`src/rtl/bnn_wx_mem.sv`:
```
// bnn_wx_mem: banked 1-bit weight/activation memory serving the binarized-NN
// compute engine. A serial loader port preloads weights and activations,
// mem_ready gates the engine, and err flags illegal accesses until reset.
// The activation clear walk assumes X_DEPTH and the bank count are powers of two.
// Optional build macro: BNN_WX_MEM_RDREG_EN registers w_data/x_data (1-cycle
// read latency, outputs held at 0 outside SERVE). Undefined: combinational reads.
module bnn_wx_mem #(
    parameter int W_ADDR_LEN = 20,
    parameter int W_SEL_LEN  = 2,
    parameter int X_ADDR_LEN = 10,
    parameter int X_SEL_LEN  = 2,
    parameter int W_DEPTH    = 16,
    parameter int X_DEPTH    = 8
) (
    input  logic                  clk,
    input  logic                  rst,
    input  logic [W_ADDR_LEN-1:0] w_addr,
    input  logic [W_SEL_LEN-1:0]  w_sel,
    input  logic                  w_wq,
    output logic                  w_data,
    input  logic [X_ADDR_LEN-1:0] x_addr,
    input  logic [X_SEL_LEN-1:0]  x_sel,
    input  logic                  x_wq,
    input  logic                  wx_write,
    output logic                  x_data,
    input  logic                  ld_valid,
    output logic                  ld_ready,
    input  logic                  ld_target,
    input  logic [1:0]            ld_sel,
    input  logic [W_ADDR_LEN-1:0] ld_addr,
    input  logic                  ld_bit,
    input  logic                  start,
    output logic                  mem_ready,
    output logic                  err
);

    localparam int W_BANKS  = 1 << W_SEL_LEN;
    localparam int X_BANKS  = 1 << X_SEL_LEN;
    localparam int WIW      = $clog2(W_DEPTH);
    localparam int XIW      = $clog2(X_DEPTH);
    localparam int CLR_W    = $clog2(X_BANKS * X_DEPTH);
    localparam int CLR_LAST = X_BANKS * X_DEPTH - 1;

    typedef enum logic [1:0] {
        ST_CLEAR = 2'd0,
        ST_LOAD  = 2'd1,
        ST_SERVE = 2'd2
    } state_t;

    state_t state;
    state_t state_next;

    logic [CLR_W-1:0] clr_cnt;
    logic             clr_last;
    logic             clearing;

    logic w_mem [W_BANKS][W_DEPTH];
    logic x_mem [X_BANKS][X_DEPTH];

    logic w_in_range;
    logic x_in_range;
    logic ld_w_in_range;
    logic ld_x_in_range;
    logic ld_fire;
    logic w_rd;
    logic x_rd;
    logic err_set;

    // Address decode: anything at or beyond the implemented depth is out of range.
    assign w_in_range    = 32'(w_addr)  < 32'(W_DEPTH);
    assign x_in_range    = 32'(x_addr)  < 32'(X_DEPTH);
    assign ld_w_in_range = 32'(ld_addr) < 32'(W_DEPTH);
    assign ld_x_in_range = 32'(ld_addr) < 32'(X_DEPTH);

    assign clr_last = (clr_cnt == CLR_W'(CLR_LAST));
    assign ld_fire  = ld_valid && ld_ready;

    // State register.
    always_ff @(posedge clk or negedge rst) begin
        if (!rst) begin
            state <= ST_CLEAR;
        end else begin
            state <= state_next;
        end
    end

    // Next-state logic: clear once, then toggle LOAD/SERVE on the start level.
    always_comb begin
        // NOTE: a default before the case keeps every path assigned, so no latch is inferred.
        state_next = state;
        case (state)
            ST_CLEAR: if (clr_last) state_next = ST_LOAD;
            ST_LOAD:  if (start)    state_next = ST_SERVE;
            ST_SERVE: if (!start)   state_next = ST_LOAD;
            default:                state_next = ST_CLEAR;
        endcase
    end

    // Output decode from the current state.
    always_comb begin
        ld_ready  = (state == ST_LOAD);
        mem_ready = (state == ST_SERVE);
        clearing  = (state == ST_CLEAR);
    end

    // Clear-walk counter: runs only in CLEAR, parked at 0 everywhere else.
    always_ff @(posedge clk or negedge rst) begin
        if (!rst) begin
            clr_cnt <= '0;
        end else if (clearing) begin
            // NOTE: sequential state uses non-blocking assignments so every register samples pre-edge values.
            clr_cnt <= clr_cnt + 1'b1;
        end else begin
            clr_cnt <= '0;
        end
    end

    // Weight array: written only by loader beats.
    // NOTE: the storage arrays carry no reset; activations are zeroed by the CLEAR walk instead.
    always_ff @(posedge clk) begin
        if (ld_fire && !ld_target && ld_w_in_range) begin
            w_mem[ld_sel][ld_addr[WIW-1:0]] <= ld_bit;
        end
    end

    // Activation array: clear walk, loader beats, or engine writes, by state.
    always_ff @(posedge clk) begin
        if (clearing) begin
            x_mem[clr_cnt[CLR_W-1 -: X_SEL_LEN]][clr_cnt[XIW-1:0]] <= 1'b0;
        end else if (ld_fire && ld_target && ld_x_in_range) begin
            x_mem[ld_sel][ld_addr[XIW-1:0]] <= ld_bit;
        end else if (mem_ready && x_wq && x_in_range) begin
            x_mem[x_sel][x_addr[XIW-1:0]] <= wx_write;
        end
    end

    // Sticky error: dropped out-of-range writes or any engine weight-write request.
    assign err_set = (ld_fire && !ld_target && !ld_w_in_range)
                   || (ld_fire && ld_target && !ld_x_in_range)
                   || (mem_ready && x_wq && !x_in_range)
                   || (mem_ready && w_wq);

    // Error flag: set-only until reset.
    always_ff @(posedge clk or negedge rst) begin
        if (!rst) begin
            err <= 1'b0;
        end else if (err_set) begin
            err <= 1'b1;
        end
    end

    // Raw array reads; out-of-range addresses read 0. A same-edge write is not yet visible.
    assign w_rd = w_in_range ? w_mem[w_sel][w_addr[WIW-1:0]] : 1'b0;
    assign x_rd = x_in_range ? x_mem[x_sel][x_addr[XIW-1:0]] : 1'b0;

`ifdef BNN_WX_MEM_RDREG_EN
    // Registered read data: captured only while serving, zero otherwise.
    always_ff @(posedge clk or negedge rst) begin
        if (!rst) begin
            w_data <= 1'b0;
            x_data <= 1'b0;
        end else if (mem_ready) begin
            w_data <= w_rd;
            x_data <= x_rd;
        end else begin
            w_data <= 1'b0;
            x_data <= 1'b0;
        end
    end
`else
    // Combinational read data, forced to 0 while the activation clear is running.
    always_comb begin
        w_data = clearing ? 1'b0 : w_rd;
        x_data = clearing ? 1'b0 : x_rd;
    end
`endif

endmodule
```
`config.mk`:
```
export PLATFORM = sky130hd
export DESIGN_NAME = bnn_wx_mem
export DESIGN_NICKNAME = d
export VERILOG_FILES = /design/src/rtl/bnn_wx_mem.sv
export SDC_FILE = /design/constraint.sdc
export NUM_CORES = 1
export LEC_CHECK = 0
export ABC_AREA = 1
export CORE_MARGIN = 5
export CORE_UTILIZATION = 55
export CTS_CLUSTER_DIAMETER = 50
export CTS_CLUSTER_SIZE = 14
export DETAILED_ROUTE_END_ITERATION = 7
export PLACE_DENSITY = 0.88
export SETUP_SLACK_MARGIN = 0.1
export SYNTH_ARGS = -nofsm -noshare
export SYNTH_HDL_FRONTEND = slang
export SYNTH_SLANG_ARGS = --single-unit
```
`constraint.sdc`:
```
create_clock -name clk -period 2.3 [get_ports clk]
set_clock_uncertainty 0.15 [all_clocks]
set_input_delay 0.23 -clock clk [delete_from_list [all_inputs] [get_ports clk]]
set_output_delay 0.23 -clock clk [all_outputs]
set_load 0.01 [all_outputs]
```
==> summary by stage <==
Status
The flow ran to the end, and the final reports show no timing, DRC or antenna violations.

Timing
The final number of hold-violating endpoints is 0. The number of max-slew violations in the final report came to 0. Timing would allow up to 0.482 GHz. Counting I/O delays and the setup requirement, the final critical path takes 2.08 ns. The sum of negative setup slack is 0 ns. The share of the cycle needed by the critical path after routing is 90.3%.

The worst pin sits at a relative slew slack of 53.8%. For the pin with the worst max-slew slack, the measured transition is 0.691 ns. Setup slack on the critical path of the routed design comes to 0.224 ns. The total of endpoints with negative setup slack in the final report is 0. Setup repair after global routing could not meet its margin everywhere.

Power
Power spread over the standard cell area amounts to 700 mW/mm2. For this design the static power due to leakage is 0.00249 uW. The maximum ir drop on the vdd rail is 0.491 mV.

Drt
The count of nets left with antenna violations once routing finished came out at 0. The mean number of vias per cell is 5.70. In the routed design, unresolved DRC markers number 0.

The via count is 4698. The number of DRC markers after the initial detailed-route iteration is 562. The met2 wire length is 6610 um. The total length of routed wires is 13200 um. Dividing the detail-routed wire length by the instance count gives 16.1 um. The topmost layer with routed signal wires is met4. Detailed routing placed a total of 1320 um of wire on met3.

The first detailed-routing pass took 6 iterations. The detailed-route wire length on metal 1 is 5030 um.

GRT
The first global-routing pass estimated 21200 um of wire. The aggregate global routing overflow is 0. Entering global routing, the biggest net connects 33 pins.

In the global route stage, overall resource usage came out at 23.2%. The via count of the first global-routing pass is 4484. The number of antenna violations at the first check in global routing is 0.

Critical path
The category of the worst setup path launch point is an input port. The critical path endpoint category is an output port. At the worst endpoint, the required time is 1.92 ns. The worst path arrival time is 1.70 ns. The cell with the biggest individual delay on the critical path is clkdlybuf4s50_1. Walking the worst path, the cells encountered are clkdlybuf4s50_1 > buf_12 > o21ai_0 > o211ai_1 > nand3b_1 > nand2_1 > o21a_1 > clkbuf_2.

The setup path with the least slack is of type input port to output port. The top fanout value on the critical path is 17. The delay of the slowest cell on the worst path is 0.50 ns.

Synth
Counting distinct cell types in the post-synthesis netlist gives 31. When the netlist entered floorplanning its net count stood at 666. The number of standard cells after synthesis is 599.

After synthesis, the mean cell area works out to 8.97 um2. Ranked by instance count, the synthesized netlist is headed by 161 x nor2_1, 107 x nand2_1, 96 x edfxtp_1. Ranked by total cell area, the synthesized netlist is headed by edfxtp_1 54%, nor2_1 11%, nand3_1 8.2%.

The biggest area consumer among synthesized cells is edfxtp_1. After synthesis the netlist holds a flip-flop and latch count of 104. The commonest register cell after synthesis is edfxtp_1. Yosys printed 0 warnings. The share of synthesized flip-flops with an asynchronous set or reset is 7.69%. The area share of the largest cell type after synthesis is 53.7%. The synthesized design contains 96 enable-type register cells. The portion of the post-synthesis area used by sequential elements is 57.4%.

The mapped netlist covers 0.00537 mm2. The most frequent cell after synthesis is nor2_1.

Floorplanning
The region available for standard cell placement spans 0.00964 mm2. The floorplan step set the die height to 109 um. The starting utilization of the core area is 55.7%.

Measured along the x axis, the die boundary spans 109 um. Row generation in the floorplan step produced 36 rows. During I/O placement, the number of pins put on the boundary was 70.

The area enclosed by the die boundary is 0.0118 mm2.

Cells and area
The area occupied by registers is 0.00308 mm2. The net count reported at finish is 753. The share of post-route cells with drive strength above 1 is 11.0%. 0 antenna diodes ended up in the layout. The total of fill cells in the finished design is 725. After routing the design area is 0.00666 mm2.

The relative area change from synthesis to final layout is 23.9%. The area taken by multi-input logic gates is 0.00207 mm2. At the end of the flow the core is filled with cells to 69.0%.

CTS
The clock buffer count from CTS is 9. After clock tree synthesis, the clock-pin slew on the worst setup and hold paths is 0.09 ns. The clock tree from TritonCTS is yes. The cell sitting at the root of the clock tree is a clkbuf_8. The latest clock arrival within the worst-skew pair is 0.36 ns. The CTS sink count is 104. The largest buffer count on any clock path is 2. CTS built an H-tree with a depth of 3.

Placed design
The minimum setup slack after placement is -0.277 ns. Buffers placed on the I/O ports in this run total 69. The final estimated routing congestion in global placement is 0.837. The cell area after placement is 0.00643 mm2.

Detailed placement ended at an HPWL of 9310 um.

Hold path
In this run the worst hold path is classified as input port to register.

Job
Max-cap violations in this run came to 0.
==> critical path: cells and delay by family <==
kind	cells	cell delay (ns)
compound gates	3	0.47
buf+inv	3	0.78
simple gates	2	0.21
==> path summary, 6_finish.rpt <==
kind | endpoint | slack, ns | cells after the start | from
min in group asynchronous | state[0] | 0.53 | 2 | rst
min | state[1] | 0.27 | 3 | start
min reg2reg | err | 0.38 | 2 | err
max | x_data | 0.22 | 8 | x_sel[1]
max in group asynchronous | clr_cnt[2] | 1.20 | 2 | rst
max reg2reg | w_mem[0][12] | 0.23 | 7 | state[1]
==> layer usage <==
metal	vias to the layer above	global-route usage (%)
li1	2197	-
met1	2178	29.9
met2	287	39.9
met3	36	4.09
met4	0	7.75
met5	-	0
==> sequential cells by signal (all words and copies together) (netlist names) <==
name / count
err: 1
x_mem: 32
w_mem: 64
state: 2
clr_cnt: 5
==> final cells by class <==
class                      instances  area share, %
clock inverter                     4          0.677
tap                              133           2.50
multi-input combinational        438           31.1
sequential                       104           46.3
timing repair buffer             103           15.6
inverter                          30           1.69
clock buffer                      12           2.18
==> through the flow <==
| step | instances | power (uW) | hold slack, ns |
|---|---|---|---|
| CTS | 824 | 4650 | 0.259 |
| floorplan | 599 | 3060 | -0.216 |
| detailed placement | 806 | 3560 | 0.353 |
| global placement | 806 | 3490 | 0.334 |
| global route | 824 | 4890 | 0.268 |
| finish | 824 | 4660 | 0.267 |
==> cell families after synthesis <==
group	count (synthesis)	share of synthesized area [%]
buffers and inverters	57	4.24
flip-flops	104	57.4
AND/OR/NAND/NOR	391	33.1
AO/OA/AOI/OAI	44	4.63
adder cells (fa/ha/maj)	2	0.466
XOR/XNOR	1	0.163
==> report_power, final <==
part,internal (uW),switching [uW],leakage (uW)
Combinational,493,768,0.00139
Clock,529,584,0.000100
Sequential,2180,104,0.000994
==> layout by cell type, fill, tap and decap left out, types with 2 or more instances in the layout <==
master           netlist  layout
ha_1                   2       2
o211ai_1               7       7
clkdlybuf4s50_1        0      65
clkbuf_8               0      10
nand3_1               88      87
nor2_4                 4       4
nand2_4                8       8
nor4_1                 4       4
buf_4                  1      25
nand3_2                3       4
clkinv_2               0       3
clkbuf_2               0       3
nor2_2                 3       3
dfrtp_1                8       8
o21ai_0               26      26
nand3b_1               2       2
a21oi_1                7       7
edfxtp_1              96      96
nand2_1              107     107
nand4_1                3       3
inv_1                 28      27
clkbuf_1              23       2
nor4_4                 2       2
inv_2                  2       3
nor2_1               161     161
buf_12                 0       6
nor3_1                 4       4
==> what timing repair did <==
item                                    CTS  global route
gates cloned                              1             0
endpoints found under the hold margin     8             0
endpoints found under the setup margin    2             2
buffers inserted                          0             0
pin swaps                                 1             1
gates resized for setup                   6             7
hold buffers                              1             0
(Power assumes the default switching activity.)
